==> src/rtl/joypad_pkg.sv <==
// Shared definitions for the keyboard-to-NES-joypad bridge: button indices,
// scan decoder states and the scan-code key map.
package joypad_pkg;

  localparam int BTN_A      = 0;
  localparam int BTN_B      = 1;
  localparam int BTN_SELECT = 2;
  localparam int BTN_START  = 3;
  localparam int BTN_UP     = 4;
  localparam int BTN_DOWN   = 5;
  localparam int BTN_LEFT   = 6;
  localparam int BTN_RIGHT  = 7;

  typedef enum logic [1:0] {
    ST_IDLE,
    ST_EXT,
    ST_BRK,
    ST_EXT_BRK
  } scan_state_t;

  typedef struct packed {
    logic       ext;
    logic [7:0] code;
    logic       player;
    logic [2:0] button;
  } key_entry_t;

  typedef struct packed {
    logic       hit;
    logic       player;
    logic [2:0] button;
  } key_hit_t;

  localparam int NUM_KEYS = 16;

  localparam key_entry_t KEY_MAP [NUM_KEYS] = '{
    '{1'b0, 8'h1A, 1'b0, 3'(BTN_A)},
    '{1'b0, 8'h22, 1'b0, 3'(BTN_B)},
    '{1'b0, 8'h21, 1'b0, 3'(BTN_SELECT)},
    '{1'b0, 8'h2A, 1'b0, 3'(BTN_START)},
    '{1'b1, 8'h75, 1'b0, 3'(BTN_UP)},
    '{1'b1, 8'h72, 1'b0, 3'(BTN_DOWN)},
    '{1'b1, 8'h6B, 1'b0, 3'(BTN_LEFT)},
    '{1'b1, 8'h74, 1'b0, 3'(BTN_RIGHT)},
    '{1'b0, 8'h3B, 1'b1, 3'(BTN_A)},
    '{1'b0, 8'h42, 1'b1, 3'(BTN_B)},
    '{1'b0, 8'h3C, 1'b1, 3'(BTN_SELECT)},
    '{1'b0, 8'h43, 1'b1, 3'(BTN_START)},
    '{1'b0, 8'h1D, 1'b1, 3'(BTN_UP)},
    '{1'b0, 8'h1B, 1'b1, 3'(BTN_DOWN)},
    '{1'b0, 8'h1C, 1'b1, 3'(BTN_LEFT)},
    '{1'b0, 8'h23, 1'b1, 3'(BTN_RIGHT)}
  };

  // Both the code and the E0 flag must agree, so bare keypad 75 never hits Up.
  function automatic key_hit_t lookup_key(input logic ext, input logic [7:0] code);
    key_hit_t r;
    r = '0;
    for (int i = 0; i < NUM_KEYS; i++) begin
      if (KEY_MAP[i].ext == ext && KEY_MAP[i].code == code) begin
        r.hit    = 1'b1;
        r.player = KEY_MAP[i].player;
        r.button = KEY_MAP[i].button;
      end
    end
    return r;
  endfunction

  function automatic logic [7:0] socd_filter(input logic [7:0] b);
    logic [7:0] r;
    r = b;
    if (b[BTN_UP] && b[BTN_DOWN]) begin
      r[BTN_UP]   = 1'b0;
      r[BTN_DOWN] = 1'b0;
    end
    if (b[BTN_LEFT] && b[BTN_RIGHT]) begin
      r[BTN_LEFT]  = 1'b0;
      r[BTN_RIGHT] = 1'b0;
    end
    return r;
  endfunction

endpackage

==> src/rtl/ps2_scan_decoder.sv <==
// Tracks E0/F0 prefixes of an AT scan-code stream and flags each completed
// make or break event for the byte that finishes it.
module ps2_scan_decoder
  import joypad_pkg::*;
(
  input  logic       clock,
  input  logic       reset,
  input  logic [7:0] ps2_data,
  input  logic       ps2_data_clk,
  output logic       valid,
  output logic       ext,
  output logic       brk,
  output logic [7:0] code
);

  scan_state_t state;

  always_ff @(posedge clock) begin
    if (reset) begin
      state <= ST_IDLE;
    end else if (ps2_data_clk) begin
      case (state)
        ST_IDLE: begin
          if (ps2_data == 8'hE0)      state <= ST_EXT;
          else if (ps2_data == 8'hF0) state <= ST_BRK;
        end
        ST_EXT: begin
          if (ps2_data == 8'hF0) state <= ST_EXT_BRK;
          else                   state <= ST_IDLE;
        end
        default: state <= ST_IDLE;
      endcase
    end
  end

  // The event is flagged in the same cycle as the final byte so the button
  // registers can update on the very next edge.
  always_comb begin
    valid = 1'b0;
    ext   = (state == ST_EXT) || (state == ST_EXT_BRK);
    brk   = (state == ST_BRK) || (state == ST_EXT_BRK);
    code  = ps2_data;
    if (ps2_data_clk) begin
      case (state)
        ST_IDLE: valid = (ps2_data != 8'hE0) && (ps2_data != 8'hF0);
        ST_EXT:  valid = (ps2_data != 8'hF0);
        default: valid = 1'b1;
      endcase
    end
  end

endmodule

==> src/rtl/kbd_joypad.sv <==
// PS/2 keyboard to NES controller bridge: key map lookup, live button state
// and the $4016/$4017 strobe/serial-read shift registers.
module kbd_joypad
  import joypad_pkg::*;
#(
  parameter int PLAYERS = 2,
  parameter int SOCD    = 0
) (
  input  logic                 clock,
  input  logic                 reset,
  input  logic [7:0]           ps2_data,
  input  logic                 ps2_data_clk,
  input  logic                 strobe_we,
  input  logic                 strobe_din,
  input  logic                 rd_en,
  input  logic                 rd_port,
  output logic                 rd_bit,
  output logic [8*PLAYERS-1:0] joy
);

  logic       dec_valid;
  logic       dec_ext;
  logic       dec_brk;
  logic [7:0] dec_code;
  key_hit_t   hit;
  logic       strobe;
  logic       reload;
  logic [7:0] sh   [PLAYERS];
  logic [7:0] filt [PLAYERS];

  ps2_scan_decoder u_decoder (
    .clock        (clock),
    .reset        (reset),
    .ps2_data     (ps2_data),
    .ps2_data_clk (ps2_data_clk),
    .valid        (dec_valid),
    .ext          (dec_ext),
    .brk          (dec_brk),
    .code         (dec_code)
  );

  assign hit = lookup_key(dec_ext, dec_code);

  always_ff @(posedge clock) begin
    if (reset) begin
      joy <= '0;
    end else if (dec_valid && hit.hit) begin
      for (int p = 0; p < PLAYERS; p++) begin
        for (int b = 0; b < 8; b++) begin
          if (hit.player == 1'(p) && hit.button == 3'(b)) joy[8*p+b] <= !dec_brk;
        end
      end
    end
  end

  always_comb begin
    for (int p = 0; p < PLAYERS; p++) begin
      filt[p] = (SOCD != 0) ? socd_filter(joy[8*p +: 8]) : joy[8*p +: 8];
    end
  end

  // A strobe write of 1 reloads immediately, overriding a same-cycle shift.
  assign reload = strobe || (strobe_we && strobe_din);

  always_ff @(posedge clock) begin
    if (reset) begin
      strobe <= 1'b0;
      rd_bit <= 1'b0;
      for (int p = 0; p < PLAYERS; p++) sh[p] <= '0;
    end else begin
      if (strobe_we) strobe <= strobe_din;
      if (rd_en) begin
        rd_bit <= 1'b0;
        for (int p = 0; p < PLAYERS; p++) begin
          if (rd_port == 1'(p)) rd_bit <= strobe ? joy[8*p] : sh[p][0];
        end
      end
      for (int p = 0; p < PLAYERS; p++) begin
        if (reload)                           sh[p] <= filt[p];
        else if (rd_en && rd_port == 1'(p))   sh[p] <= {1'b1, sh[p][7:1]};
      end
    end
  end

endmodule

==> config.mk <==
export PLATFORM = sky130hd
export DESIGN_NAME = kbd_joypad
export DESIGN_NICKNAME = d
export VERILOG_FILES = /design/src/rtl/joypad_pkg.sv /design/src/rtl/ps2_scan_decoder.sv /design/src/rtl/kbd_joypad.sv
export SDC_FILE = /design/constraint.sdc
export NUM_CORES = 1
export LEC_CHECK = 0
export CORE_MARGIN = 10
export CORE_UTILIZATION = 53
export CTS_CLUSTER_SIZE = 40
export DETAILED_ROUTE_END_ITERATION = 10
export HOLD_SLACK_MARGIN = 0.15
export PLACE_DENSITY = 0.86
export SLEW_MARGIN = 20
export SYNTH_ARGS = -nofsm -noshare
export SYNTH_HDL_FRONTEND = slang
export SYNTH_HIERARCHICAL = 1
export SYNTH_SLANG_ARGS = --single-unit
==> constraint.sdc <==
create_clock -name clock -period 3.2 [get_ports clock]
set_input_delay 0.64 -clock clock [delete_from_list [all_inputs] [get_ports clock]]
set_output_delay 0.64 -clock clock [all_outputs]
set_load 0.01 [all_outputs]
==> results.cfg <==
[setup_path]
worstSetupPathType = input port to register
worstSetupStartpointType = input port
reg2reg_slack_ps = 690
crit_fanout = 14
worstPathArrival_ps = 3100
worstSetupEndpointType = register
worstPathRequired_ps = 3390

[clock_tree]
cts_tree = done
clkSlewWorstSetupHoldPaths_ps = 70
post-cts-setup-buffers = 0
cts_root_buffer = clkbuf_8
cts_buffers = 5
clk_latency_ps = 290
cts_resized = 0
cts_sinks = 36
htree_num_levels = 2
cts_max_path_buffers = 2
holdBufCountCts = 0

[final_layout]
fillerInstances = 304
multiInputGateArea_um2 = 1021
nets = 242
fin_cells = 276
ff_latch_area_um2 = 870.8
layout-drive-gt1-share = 0.09649
n_antenna_cell = 0
syn2layout_area_growth_pct = 19.78

[global_route]
grt_max_degree = 20
antenna_found_initial = 0
grt_pass1_vias = 1668
grt_pass1_wl_mm = 7.803
grt-ovfl-total = 0
track_usage = 0.1477

[run_status]
status = finished, final reports clean

[synthesis]
synth.net_count = 216
ys_ff_latch = 36
ys_seq_area_frac = 0.4342
syn_area_per_cell_um2 = 9.978
synth_flop_cell = dfxtp_1
synth_edf_count = 15
yosys_warnings = 6
synthTopCellsByArea = edfxtp_1 22%, dfxtp_1 21%, a22o_1 6.1%
synth_top_area_share = 0.2246
syn-cell-area_um2 = 2006
synth.distinct_cells = 51
synthCells = 201
synthArstFlopShare = 0
yosys.area.top_type = edfxtp_1

[floorplan]
dieWidth_um = 81.52
start_util = 0.5478
coreArea_um2 = 3661
die_area_um2 = 6645
ios = 32
die_h_um = 81.52
rows = 22

[placed_design]
place_inst = 268
gp_congestion = 0.9126
dp_hpwl_mm = 3.675
port_buffers = 31
dp_worst_setup_slack_ps = 94.10

[power_and_ir_drop]
power.switching_mw = 0.2239
p_int_mw = 0.6908
ir_drop_uv = 265.4
switching_share = 0.2447
leakage_nw = 0.8421
seqPwrFrac = 0.547
combPwrFrac = 0.112
p_clk_frac = 0.341
finalPower_mw = 0.9147
p_per_area_nw_per_um2 = 380.8

[worst_hold_path]
worstHoldPathType = register to register

[routing]
num_vias = 1713
drtIter0Drc = 77
drt_wl_total_mm = 4.767
viasPerCell = 6.207
drcViolationCount = 0
wl_per_cell_um = 17.27
ant_nets = 0
firstDrtPassIters = 4

[sta]
rsz0062_at_grt = no
finClkSkew_ps = 6.534
setup_ws_ps = 284.2
max_slew_margin = 0.5502
max_freq_ghz = 0.3430
finalMaxSlewViolations = 0
fin_crit_ps = 2916
fin_crit_sh = 0.9112
hold_viol_final = 0
setup_viol = 0
worst_pin_slew_ps = 674.0
setup_tns_ps = 0

[job]
cap_viol_max_count = 0
-- state kept, by name (all words and copies together) (netlist names) --
name and cells:
u_decoder/state 2, strobe 1, joy 16, rd_bit 1
sh 16
-- through the flow --
stage	hold WS, ps	instance area (µm²)	util
4_1_cts	487.5	2400	0.6555
2_1_floorplan	470.7	2006	-
6_report	489.3	2402	0.6562
3_5_place_dp	483.2	2312	0.6316
5_1_grt	532.1	2402	0.6562
3_3_place_gp	470.5	2312	0.6316
-- synthesized netlist by cell type, drive strengths merged (2+ instances only) --
master	instances
dfxtp	21
a21oi	16
edfxtp	15
a22o	14
nand2b	14
buf	11
nor2	9
o21ai	9
nand2	8
clkbuf	7
or3	7
a311oi	6
mux2i	6
nand3	5
nor2b	4
nor4	4
nor4b	4
a31oi	3
and3	3
a21boi	2
a21o	2
and2b	2
inv	2
nand3b	2
nand4	2
nor3	2
nor3b	2
-- cells in the final DEF, fill, tap and decap left out, types with 2 or more instances in the layout --
cell type	count
o21ai_0	9
nand3_1	5
a311oi_1	6
nor2_1	8
and3_1	3
inv_1	2
mux2i_1	6
edfxtp_1	15
nand2b_1	14
nand4_1	2
dfxtp_1	21
nor3b_1	2
clkbuf_8	5
clkdlybuf4s50_1	31
a22o_1	14
and2b_1	2
nor2b_1	4
nor3_1	2
clkinv_2	2
a21oi_1	16
or3_1	7
nor4_1	4
nor4b_1	2
a21o_1	2
buf_4	6
nand3b_1	2
a31oi_1	3
nand2_1	8
-- kinds of logic (layout without fill, tap and decap cells) --
logic type,count (synthesis),count (layout),synth area share
buf+inv,20,47,0.05802
mux,7,7,0.04117
simple gates,77,77,0.2464
compound gates,61,61,0.2202
flops,36,36,0.4342
-- path summary, 6_finish.rpt --
path                                              end                             from  cells after the start
worst max-delay path             joy[12]$_SDFFE_PP0P_                      ps2_data[4]                      7
worst min-delay path            sh[1][7]$_SDFFE_PP1P_             joy[15]$_SDFFE_PP0P_                      2
worst max register to register   joy[12]$_SDFFE_PP0P_  u_decoder/state[0]$_SDFFE_PP0P_                      7
worst min register to register  sh[1][7]$_SDFFE_PP1P_             joy[15]$_SDFFE_PP0P_                      2
-- power by group through the flow --
stage               combinational [mW]  clock (mW)  sequential [mW]
detailed placement               0.100           0            0.510
global route                     0.112       0.334            0.502
CTS                              0.101       0.314            0.500
finish                           0.102       0.312            0.500
global placement                0.0987           0            0.510
floorplan                       0.0675           0            0.508
-- metal layers --
| metal | GRT usage | vias to the layer above | wire length [µm] |
|---|---|---|---|
| met3 | 0.05022 | 11 | 316 |
| met5 | 0 | - | 0 |
| met1 | 0.1721 | 824 | 2121 |
| met4 | 0.05363 | 0 | 76 |
| met2 | 0.2464 | 53 | 2253 |
| li1 | - | 825 | - |
-- worst max-delay path: stages --
cell and delay (ps):
clkdlybuf4s50_1 710, and2b_1 240, and3_1 190, or4_1 440
a21oi_1 450, a21oi_1 150, a311oi_1 280
-- area by class of cell --
type,instances,share of cell area
Clock buffer,5,0.02865
Multi-Input combinational cell,145,0.4250
Inverter,2,0.003125
Clock inverter,3,0.007813
Sequential cell,36,0.3625
Tap cell,48,0.02500
Timing Repair Buffer,37,0.1479
Note: power is estimated with default switching activity, not from simulation.
